===== src/rtl/eth_cmd_pkg.sv =====
// eth_cmd_pkg
// Shared definitions for the Ethernet command executor:
//   - host command codes and result codes
//   - one-hot FSM state encoding
//   - names for the configuration register slots
//   - addr_in_range(): true when a register address fits in the register file
package eth_cmd_pkg;

    // Host command codes
    localparam logic [15:0] CMD_WRITE_REG = 16'h0001;
    localparam logic [15:0] CMD_READ_REG  = 16'h0002;
    localparam logic [15:0] CMD_START_ACQ = 16'h0003;
    localparam logic [15:0] CMD_STOP_ACQ  = 16'h0004;

    // Result codes; bit 15 set marks an error
    localparam logic [15:0] RES_OK       = 16'h0000;
    localparam logic [15:0] RES_UNKNOWN  = 16'h8001;
    localparam logic [15:0] RES_BAD_ADDR = 16'h8002;
    localparam logic [15:0] RES_BUSY     = 16'h8003;
    localparam logic [15:0] RES_TIMEOUT  = 16'h8004;

    // One-hot executor states
    typedef enum logic [4:0] {
        S_IDLE     = 5'b00001,
        S_DECODE   = 5'b00010,
        S_EXEC     = 5'b00100,
        S_WAIT_ACK = 5'b01000,
        S_FINISH   = 5'b10000
    } state_e;

    // Configuration register slots feeding pulser / ADC control
    localparam int REG_GAIN    = 0;
    localparam int REG_PRF     = 1;
    localparam int REG_PULSE_W = 2;
    localparam int REG_ADC_DLY = 3;

    // An 8-bit host address is valid only when every bit above addr_w is 0
    function automatic logic addr_in_range(input logic [7:0] addr,
                                           input int unsigned addr_w);
        return (addr >> addr_w) == 8'd0;
    endfunction

endpackage


===== src/rtl/cmd_edge_sync.sv =====
// cmd_edge_sync
// Rising-edge detector with a registered output.
//   i_clk   : clock
//   i_rst_n : asynchronous active-low reset
//   i_sig   : level input (command strobe)
//   o_rise  : one-cycle pulse, the cycle after i_sig is first sampled high
module cmd_edge_sync (
    input  logic i_clk,
    input  logic i_rst_n,
    input  logic i_sig,
    output logic o_rise
);

    logic sig_q;

    always_ff @(posedge i_clk or negedge i_rst_n) begin
        if (!i_rst_n) begin
            sig_q  <= 1'b0;
            o_rise <= 1'b0;
        end else begin
            sig_q  <= i_sig;
            o_rise <= i_sig & ~sig_q;
        end
    end

endmodule


===== src/rtl/eth_cmd_exec.sv =====
// eth_cmd_exec
// Executes decoded host commands from the Ethernet session block: register
// writes/reads and acquisition start/stop. Reports completion back to the
// session through a level handshake.
//
// Handshake with the session: a rising edge of i_cmd_come while the
// executor is idle starts a command (i_cmd/i_param must be stable on that
// edge). o_cmd_finish drops on accept and stays low for at least MIN_LOW
// cycles; its rise means "done", and o_finish_code is already valid on the
// rise cycle and holds until the next accepted command. Edges that arrive
// while a command is executing are discarded.
//
// Ports:
//   i_clk, i_rst_n      : clock, asynchronous active-low reset
//   i_cmd_come          : command strobe (rising edge = new command)
//   i_cmd, i_param      : command code and parameter
//   o_cmd_finish        : 1 = idle/done, 0 = executing
//   o_finish_code       : result code
//   o_regs              : NREG x 15-bit register file, reg k at [15k+14:15k]
//   o_acq_start/stop    : one-cycle acquisition control pulses
//   o_acq_frames        : frame count latched on start (0 = continuous)
//   i_acq_busy          : capture engine running
//   o_dbg_state         : current one-hot FSM state
//
// Build option: define ETH_CMD_WDOG_EN to bound the wait for i_acq_busy
// after a start by ACK_TIMEOUT cycles (result 0x8004 on expiry). Without it
// the executor waits for the acknowledge indefinitely.
module eth_cmd_exec
    import eth_cmd_pkg::*;
#(
    parameter int NREG        = 8,
    parameter int ADDR_W      = 3,
    parameter int ACK_TIMEOUT = 1000000,
    parameter int MIN_LOW     = 4
) (
    input  logic                 i_clk,
    input  logic                 i_rst_n,
    input  logic                 i_cmd_come,
    input  logic [15:0]          i_cmd,
    input  logic [31:0]          i_param,
    output logic                 o_cmd_finish,
    output logic [15:0]          o_finish_code,
    output logic [NREG*15-1:0]   o_regs,
    output logic                 o_acq_start,
    output logic                 o_acq_stop,
    output logic [31:0]          o_acq_frames,
    input  logic                 i_acq_busy,
    output logic [4:0]           o_dbg_state
);

    localparam int LOW_W = $clog2(MIN_LOW) + 1;
    localparam logic [LOW_W-1:0] LOW_LAST = LOW_W'(MIN_LOW - 1);

`ifdef ETH_CMD_WDOG_EN
    localparam int TMO_W = $clog2(ACK_TIMEOUT) + 1;
    localparam logic [TMO_W-1:0] TMO_LAST = TMO_W'(ACK_TIMEOUT - 1);
    logic [TMO_W-1:0] tmo_cnt;
`endif

    state_e             state;
    logic               cmd_rise;
    logic [15:0]        cmd_q;
    logic [31:0]        param_q;
    logic               err_q;
    logic [LOW_W-1:0]   low_cnt;
    logic [14:0]        regs [NREG];

    logic [ADDR_W-1:0]  reg_idx;
    logic               addr_ok;
    logic [15:0]        dec_code;

    cmd_edge_sync u_come_edge (
        .i_clk   (i_clk),
        .i_rst_n (i_rst_n),
        .i_sig   (i_cmd_come),
        .o_rise  (cmd_rise)
    );

    assign reg_idx     = param_q[24 +: ADDR_W];
    assign addr_ok     = addr_in_range(param_q[31:24], ADDR_W);
    assign o_dbg_state = state;

    // Result selected in DECODE. A READ result never has bit 15 set, so
    // bit 15 of the code doubles as the error flag for EXEC.
    always_comb begin
        dec_code = RES_OK;
        case (cmd_q)
            CMD_WRITE_REG: if (!addr_ok) dec_code = RES_BAD_ADDR;
            CMD_READ_REG:  dec_code = addr_ok ? {1'b0, regs[reg_idx]} : RES_BAD_ADDR;
            CMD_START_ACQ: if (i_acq_busy) dec_code = RES_BUSY;
            CMD_STOP_ACQ:  dec_code = RES_OK;
            default:       dec_code = RES_UNKNOWN;
        endcase
    end

    always_comb begin
        o_regs = '0;
        for (int k = 0; k < NREG; k++) begin
            o_regs[15*k +: 15] = regs[k];
        end
    end

    always_ff @(posedge i_clk or negedge i_rst_n) begin
        if (!i_rst_n) begin
            state         <= S_IDLE;
            cmd_q         <= '0;
            param_q       <= '0;
            err_q         <= 1'b0;
            low_cnt       <= '0;
            o_cmd_finish  <= 1'b1;
            o_finish_code <= RES_OK;
            o_acq_start   <= 1'b0;
            o_acq_stop    <= 1'b0;
            o_acq_frames  <= '0;
            for (int k = 0; k < NREG; k++) begin
                regs[k] <= '0;
            end
`ifdef ETH_CMD_WDOG_EN
            tmo_cnt       <= '0;
`endif
        end else begin
            o_acq_start <= 1'b0;
            o_acq_stop  <= 1'b0;

            // Low-time counter runs while busy and saturates at its target
            if (state != S_IDLE && low_cnt != LOW_LAST) begin
                low_cnt <= low_cnt + 1'b1;
            end

            case (state)
                S_IDLE: begin
                    if (cmd_rise) begin
                        cmd_q        <= i_cmd;
                        param_q      <= i_param;
                        o_cmd_finish <= 1'b0;
                        low_cnt      <= '0;
                        state        <= S_DECODE;
                    end
                end

                S_DECODE: begin
                    o_finish_code <= dec_code;
                    err_q         <= dec_code[15];
                    // Pulses are launched here so they are high during EXEC
                    if (!dec_code[15]) begin
                        if (cmd_q == CMD_START_ACQ) begin
                            o_acq_start  <= 1'b1;
                            o_acq_frames <= param_q;
                        end
                        if (cmd_q == CMD_STOP_ACQ) begin
                            o_acq_stop <= 1'b1;
                        end
                    end
                    state <= S_EXEC;
                end

                S_EXEC: begin
                    if (!err_q && cmd_q == CMD_WRITE_REG) begin
                        regs[reg_idx] <= param_q[14:0];
                    end
`ifdef ETH_CMD_WDOG_EN
                    tmo_cnt <= '0;
`endif
                    if (!err_q && cmd_q == CMD_START_ACQ) begin
                        state <= S_WAIT_ACK;
                    end else begin
                        state <= S_FINISH;
                    end
                end

                S_WAIT_ACK: begin
                    if (i_acq_busy) begin
                        o_finish_code <= RES_OK;
                        state         <= S_FINISH;
                    end
`ifdef ETH_CMD_WDOG_EN
                    else if (tmo_cnt == TMO_LAST) begin
                        o_finish_code <= RES_TIMEOUT;
                        state         <= S_FINISH;
                    end else begin
                        tmo_cnt <= tmo_cnt + 1'b1;
                    end
`endif
                end

                S_FINISH: begin
                    if (low_cnt == LOW_LAST) begin
                        o_cmd_finish <= 1'b1;
                        state        <= S_IDLE;
                    end
                end

                default: begin
                    o_cmd_finish <= 1'b1;
                    state        <= S_IDLE;
                end
            endcase
        end
    end

endmodule


===== config.mk =====
export PLATFORM = sky130hd
export DESIGN_NAME = eth_cmd_exec
export DESIGN_NICKNAME = d
export VERILOG_FILES = /design/src/rtl/eth_cmd_pkg.sv /design/src/rtl/cmd_edge_sync.sv /design/src/rtl/eth_cmd_exec.sv
export SDC_FILE = /design/constraint.sdc
export NUM_CORES = 1
export LEC_CHECK = 0
export BUFFER_PORTS_ARGS = -buffer_cell sky130_fd_sc_hd__buf_2
export CAP_MARGIN = 20
export CORE_ASPECT_RATIO = 0.7
export CORE_MARGIN = 2
export CORE_UTILIZATION = 40
export CTS_BUF_LIST = sky130_fd_sc_hd__clkbuf_8
export DETAILED_ROUTE_END_ITERATION = 12
export HOLD_SLACK_MARGIN = 0.06
export PLACE_DENSITY_LB_ADDON = 0.05
export SETUP_SLACK_MARGIN = 0.1
export SLEW_MARGIN = 20
export SYNTH_ARGS = -nofsm -noshare
export SYNTH_HDL_FRONTEND = slang
export SYNTH_SLANG_ARGS = --single-unit

===== constraint.sdc =====
create_clock -name i_clk -period 2.6 [get_ports i_clk]
set_clock_uncertainty 0.05 [all_clocks]
set_input_delay 0.52 -clock i_clk [delete_from_list [all_inputs] [get_ports i_clk]]
set_output_delay 0.52 -clock i_clk [all_outputs]
set_load 0.01 [all_outputs]

==> metrics, run 1 <==
status complete, but fails checks; failing checks negative setup slack; All-Layer GR Usage 21.4%; Reg clk slew, reported paths 60 ps; Pleak 6.50 nW; Residual DRC 0; Post-Route WL 27,900 µm; largest net degree at the start of global routing 67; unrepaired setup endpoints after global routing yes; Min-Delay Path Class primary input to flop; CP Capture Type flop; first-pass GRT wire length 42,100 µm; Layout Cells excl Fill 1,254; number of global-route vias before repair 7,049; fin. max-slew vios 0; Worst Path Arrival 3140 ps; Area Growth Syn to Fin 26.5%; Chip Width 192 µm; initial DRC count 239; row cnt 47; Placed Cells 1,186; EDFF count, synth 0; Routed Antenna Nets 0; via-per-instance ratio 5.25; CP Class flop to flop; Via Count 6,584; nets 967; Post-Syn Area per Cell 14.9 µm²; minimum clock period 2790 ps; async set or reset register ratio after synthesis 100%; post-synth net total 716; setup TNS -16,350 ps; Core Area 23,900 µm²; Die Area 25,900 µm²; cells after synthesis 662; final instance area 12,500 µm²; # fillers 2,063; critical path startpoint category flop; CP required 2950 ps; CTS tree built; Die Y-Extent 135 µm; Inserted Clock Buffers 39; antenna violations before repair 1; GRT overflow 0; Max stage delay cell, worst path or4_4; Final GP Congestion 0.878; H-tree depth 2; Worst slew margin 52.7%; Ports 228; max_cap viols 0; Crit Path Max Fanout 15; CTS Root Cell clkbuf_8; Fin. Hold Viols 0; FF/Latch Area 5760 µm²; Netlist cell types 51; Slew @ Worst Pin 691 ps; power density relative to cell area 680 nW/µm²; clock sink count 230; Area after DPL 11,500 µm²; worst skew pair latency 530 ps; HPWL Detailed 19,300 µm; CP Cell Sequence or4_4, or4_4, nor4_4, buf_4, and4_4, buf_12, mux2_2; Starting Density 41.1%; synthesis warning total 0; Yosys reg bits 230; sequential area share after synthesis 58.5%; final worst-path cycle share 107%; Final setup viols 120; worst vdd ir 0.000351 V; multi-input logic area 4000 µm²; cell repeated most along the worst path or4_4; share of cells above drive strength 1 59.5%; Post-synth top flop dfrtp_1; DR pass1 iterations 4; fmax 0.358 GHz; Mapped Area 9850 µm²; maximum clock insertion buffer count 3; final setup margin -191 ps; wire length per cell 22.2 µm; hold_ws 81.0 ps; Largest stage delay, worst path 540 ps; # port buffers 227; final design utilization 52.0%
-- flip-flops by register name (all words and copies together) (netlist names) --
register	count
o_cmd_finish	1
err_q	1
param_q	32
o_acq_start	1
o_acq_frames	32
u_come_edge.sig_q	1
o_dbg_state	5
cmd_q	16
o_regs	120
o_acq_stop	1
u_come_edge.o_rise	1
low_cnt	3
o_finish_code	16
-- layout make-up --
| type | instances | share of cell area (%) |
|---|---|---|
| sequential | 230 | 46.3 |
| multi-input combinational | 371 | 32.1 |
| timing repair buffer | 263 | 12.6 |
| clock buffer | 45 | 4.97 |
| tap | 318 | 3.19 |
| clock inverter | 18 | 0.583 |
| inverter | 8 | 0.241 |
| antenna | 1 | 0.0201 |
-- through the flow --
stage,power [mW],setup WS (ps)
3_3_place_gp,5.51,-75.5
5_1_grt,8.91,-267
6_report,8.47,-191
2_1_floorplan,5.02,-228
4_1_cts,8.58,-128
3_5_place_dp,5.56,-137
-- per-layer routing --
layer  track usage, %  wire length (µm)  vias to the layer above
li1                 -                 -                     2914
met1             29.0             12500                     3414
met2             33.3             12700                      214
met3             6.76              2090                       42
met4             6.15               564                        0
met5                0                 0                        -
-- report_power, final --
part           leakage, nW  switching (mW)  internal [mW]  total (mW)
sequential            3.07           0.416           3.91        4.33
clock                0.413            1.40           1.56        2.95
combinational         3.02           0.632          0.557        1.19
-- worst paths after layout --
path / start / endpoint / slack [ps] / depth (start not counted)
max: cmd_q[3] / o_regs[31] / -190 / 7
min: i_cmd_come / u_come_edge.sig_q / 80 / 1
max reg2reg: cmd_q[3] / o_regs[31] / -190 / 7
min reg2reg: u_come_edge.sig_q / u_come_edge.o_rise / 350 / 1
max in group asynchronous: i_rst_n / o_cmd_finish / 1230 / 3
min in group asynchronous: i_rst_n / o_regs[113] / 460 / 2
-- cells in the mapped netlist (all sizes together), types with 3 or more instances --
cell type	n	share of area, %
dfrtp	228	58
mux2	198	23
buf	33	1.7
mux4	28	6.4
nand2	27	1.0
clkbuf	20	0.76
o21ai	20	1.0
mux2i	19	1.9
nor2	19	0.72
inv	7	0.27
nand3	7	0.41
nor4	6	0.53
nand4	4	0.44
a21oi	3	0.15
a31oi	3	0.19
and3	3	0.20
nor4b	3	0.57
or3	3	0.19
-- cell usage in the layout, fill, tap and decap left out, types with 7 or more instances in the layout --
master / synthesis / layout
o21ai_0: 20 / 20
buf_2: 9 / 226
buf_6: 3 / 7
buf_12: 0 / 8
nor2_1: 19 / 19
dfrtp_1: 228 / 225
inv_1: 7 / 23
mux2_2: 198 / 163
mux2i_1: 19 / 19
mux2_4: 0 / 35
clkbuf_8: 0 / 45
buf_4: 2 / 18
nand2_1: 27 / 27
mux4_2: 28 / 28
-- critical path, delay by kind of cell, from the launching register on --
family	cells	cell delay, ps
flops	1	380
buf+inv	2	350
mux	1	340
simple gates	4	1540
-- cell families after synthesis --
group	count (synthesis)	synth area share [%]
AOI/OAI and AO/OA	39	2.47
adders and majority gates	2	0.254
DFF	230	58.5
muxes	245	31.0
buffers and inverters	61	2.74
and+or+nand+nor	83	4.91
xor gates and xnor gates	2	0.178
-- what timing repair did --
item                                    CTS  global route
resized for setup                        18            32
hold endpoints to repair                 55             0
setup buffers                             0             2
pin swaps                                 0             1
endpoints found under the setup margin  120           124
hold buffers                              1             0
cloned                                    0             1
Note: power is estimated with default switching activity, not from simulation.
==> run 2, diff against run 1 <==
==> constraint.sdc (replaced) <==
create_clock -name i_clk -period 2.3 [get_ports i_clk]
set_clock_uncertainty 0.05 [all_clocks]
set_input_delay 0.46 -clock i_clk [delete_from_list [all_inputs] [get_ports i_clk]]
set_output_delay 0.46 -clock i_clk [all_outputs]
set_load 0.01 [all_outputs]
==> run 2 against run 1 <==
Effect of this change: the flow still finishes with violations (negative setup slack); non-clock buffer count up 21; first-iteration DRC count up 24%; register-to-register slack worse by 240 ps; clock power up 18%; critical endpoint unchanged; largest power group unchanged; highest routed layer unchanged.
==> metrics, run 2 (synthesized netlist as in run 1, its figures left out) <==
Int Pwr 6.99 mW (was 6.03 mW); Area after DPL 11,700 µm² (was 11,500 µm²); Post-Route WL 28,300 µm (was 27,900 µm); number of global-route vias before repair 7,078 (was 7,049); power share of the sequential group 49.8% (was 51.1%); minimum clock period 2730 ps (was 2790 ps); Gate power share 14.7% (was 14.0%); fin. max-slew vios 0 (unchanged); DR pass1 iterations 6 (was 4); Core Area 23,900 µm² (unchanged); share of cells above drive strength 1 61.1% (was 59.5%); unrepaired setup endpoints after global routing yes (unchanged); Crit Path Max Fanout 13 (was 15); r2r setup slk -430 ps (was -190 ps); Residual DRC 0 (unchanged); Placed Cells 1,202 (was 1,186); largest net degree at the start of global routing 61 (was 67); clock power share 35.5% (was 34.9%); critical path startpoint category flop (unchanged); Chip Width 192 µm (unchanged); status complete, but fails checks (unchanged); Starting Density 41.1% (unchanged); HPWL Detailed 19,800 µm (was 19,300 µm); Pleak 6.65 nW (was 6.50 nW); wire length per cell 22.1 µm (was 22.2 µm); Place WS -456 ps (was -137 ps); CP Capture Type flop (unchanged); power density relative to cell area 771 nW/µm² (was 680 nW/µm²); worst skew pair latency 520 ps (was 530 ps); first-pass GRT wire length 43,500 µm (was 42,100 µm); CP required 2640 ps (was 2950 ps); Ports 228 (unchanged); GRT overflow 0 (unchanged); fmax 0.366 GHz (was 0.358 GHz); Fin. Hold Viols 0 (unchanged); Slew @ Worst Pin 674 ps (was 691 ps); initial DRC count 297 (was 239); CTS Root Cell clkbuf_8 (unchanged); row cnt 47 (unchanged); Reg clk slew, reported paths 60 ps (about the same); final instance area 12,700 µm² (was 12,500 µm²); Layout Cells excl Fill 1,278 (was 1,254); hold_ws 112 ps (was 81.0 ps); most common cell after layout, fill and taps aside buf_2 (unchanged); CP Class flop to flop (unchanged); Worst Setup SP cmd_q[3] (unchanged); antenna violations before repair 1 (unchanged); Die Y-Extent 135 µm (unchanged); # port buffers 227 (unchanged); Inserted Clock Buffers 39 (unchanged); All-Layer GR Usage 22.2% (was 21.4%); Final setup viols 155 (was 120); max_cap viols 0 (unchanged); CTS tree built (unchanged); Area Growth Syn to Fin 29.1% (was 26.5%); Via Count 6,793 (was 6,584); Worst slew margin 53.9% (was 52.7%); failing checks negative setup slack (unchanged); Die Area 25,900 µm² (unchanged); Hold Startpoint i_param[24] (was i_cmd_come); final setup margin -431 ps (was -191 ps); Final GP Congestion 0.865 (was 0.878); Min-Delay Path Class primary input to flop (unchanged); via-per-instance ratio 5.32 (was 5.25); most frequent cells in the layout 226 x buf_2, 225 x dfrtp_1, 181 x mux2_2, 49 x clkbuf_8, 33 x buf_4 (was 226 x buf_2, 225 x dfrtp_1, 163 x mux2_2, 45 x clkbuf_8, 35 x mux2_4); final design utilization 53.1% (was 52.0%); max reg flops 120 (unchanged); clock sink count 230 (unchanged); RR Startpoint cmd_q[3] (unchanged); maximum clock insertion buffer count 3 (unchanged); final worst-path cycle share 119% (was 107%); NetSw 2.81 mW (was 2.45 mW); worst vdd ir 0.000421 V (was 0.000351 V); nets 988 (was 967); H-tree depth 2 (unchanged); Routed Antenna Nets 0 (unchanged); Switching Share 28.7% (was 28.9%); Worst Path Arrival 3070 ps (was 3140 ps)
run 2: changes by cell type in the layout (fill, tap and decap cells not counted), sizes merged:
cell         before  now
clkbuf           46   49
buf             261  280
bufbuf            0    2
clkinvlp          1    0
dlygate4sd3       1    2
run 2: critical path: stages, from the launching register on:
cell	delay (ps)
dfrtp_1	370
or4_4	540
or4_4	550
nor4_4	140
buf_4	180
and4_2	280
buf_12	160
mux2_2	340
run 2: per-layer routing:
layer / GRT usage [%] / part of all wire [%] / vias to the layer above
li1: - / - / 2949
met1: 32.7 / 46 / 3552
met2: 33.2 / 45 / 252
met3: 5.34 / 7.3 / 40
met4: 5.56 / 1.7 / 0
met5: 0 / 0 / -
run 2: final timing paths:
kind                                      end  depth (start not counted)
max reg2reg                        o_regs[31]                          7
min in group asynchronous          param_q[9]                          2
max                                o_regs[31]                          7
min                               param_q[24]                          3
min reg2reg                u_come_edge.o_rise                          1
max in group asynchronous        o_cmd_finish                          3
run 2: power groups by stage:
stage / logic (mW) / registers [mW] / clock network (mW)
finish: 1.45 / 4.88 / 3.48
global route: 1.58 / 4.95 / 3.80
CTS: 1.44 / 4.88 / 3.61
detailed placement: 1.41 / 4.94 / 0
global placement: 1.36 / 4.91 / 0
floorplan: 0.990 / 4.69 / 0
run 2: layout make-up:
class	instances	area [µm²]
antenna	1	2.50
clock buffer	49	674
clock inverter	17	65.1
fill	2057	11200
inverter	8	30.0
multi-input combinational	371	3980
sequential	230	5760
tap	318	398
timing repair buffer	284	1800
run 2: repair_timing:
item                                    in CTS  in global routing
gates cloned                                 2                  0
hold buffers                                 2                  0
gates resized for setup                     39                 14
endpoints found under the setup margin     169                169
pin swaps                                    5                  3
hold endpoints to repair                    55                  0
setup buffers                                4                  1
run 2: stage by stage:
step / setup TNS, ps / power [mW]
after global routing: -56920 / 10.3
final: -46660 / 9.81
after floorplan: -45770 / 5.68
after detailed placement: -51890 / 6.35
after global placement: -51290 / 6.28
after CTS: -49530 / 9.93
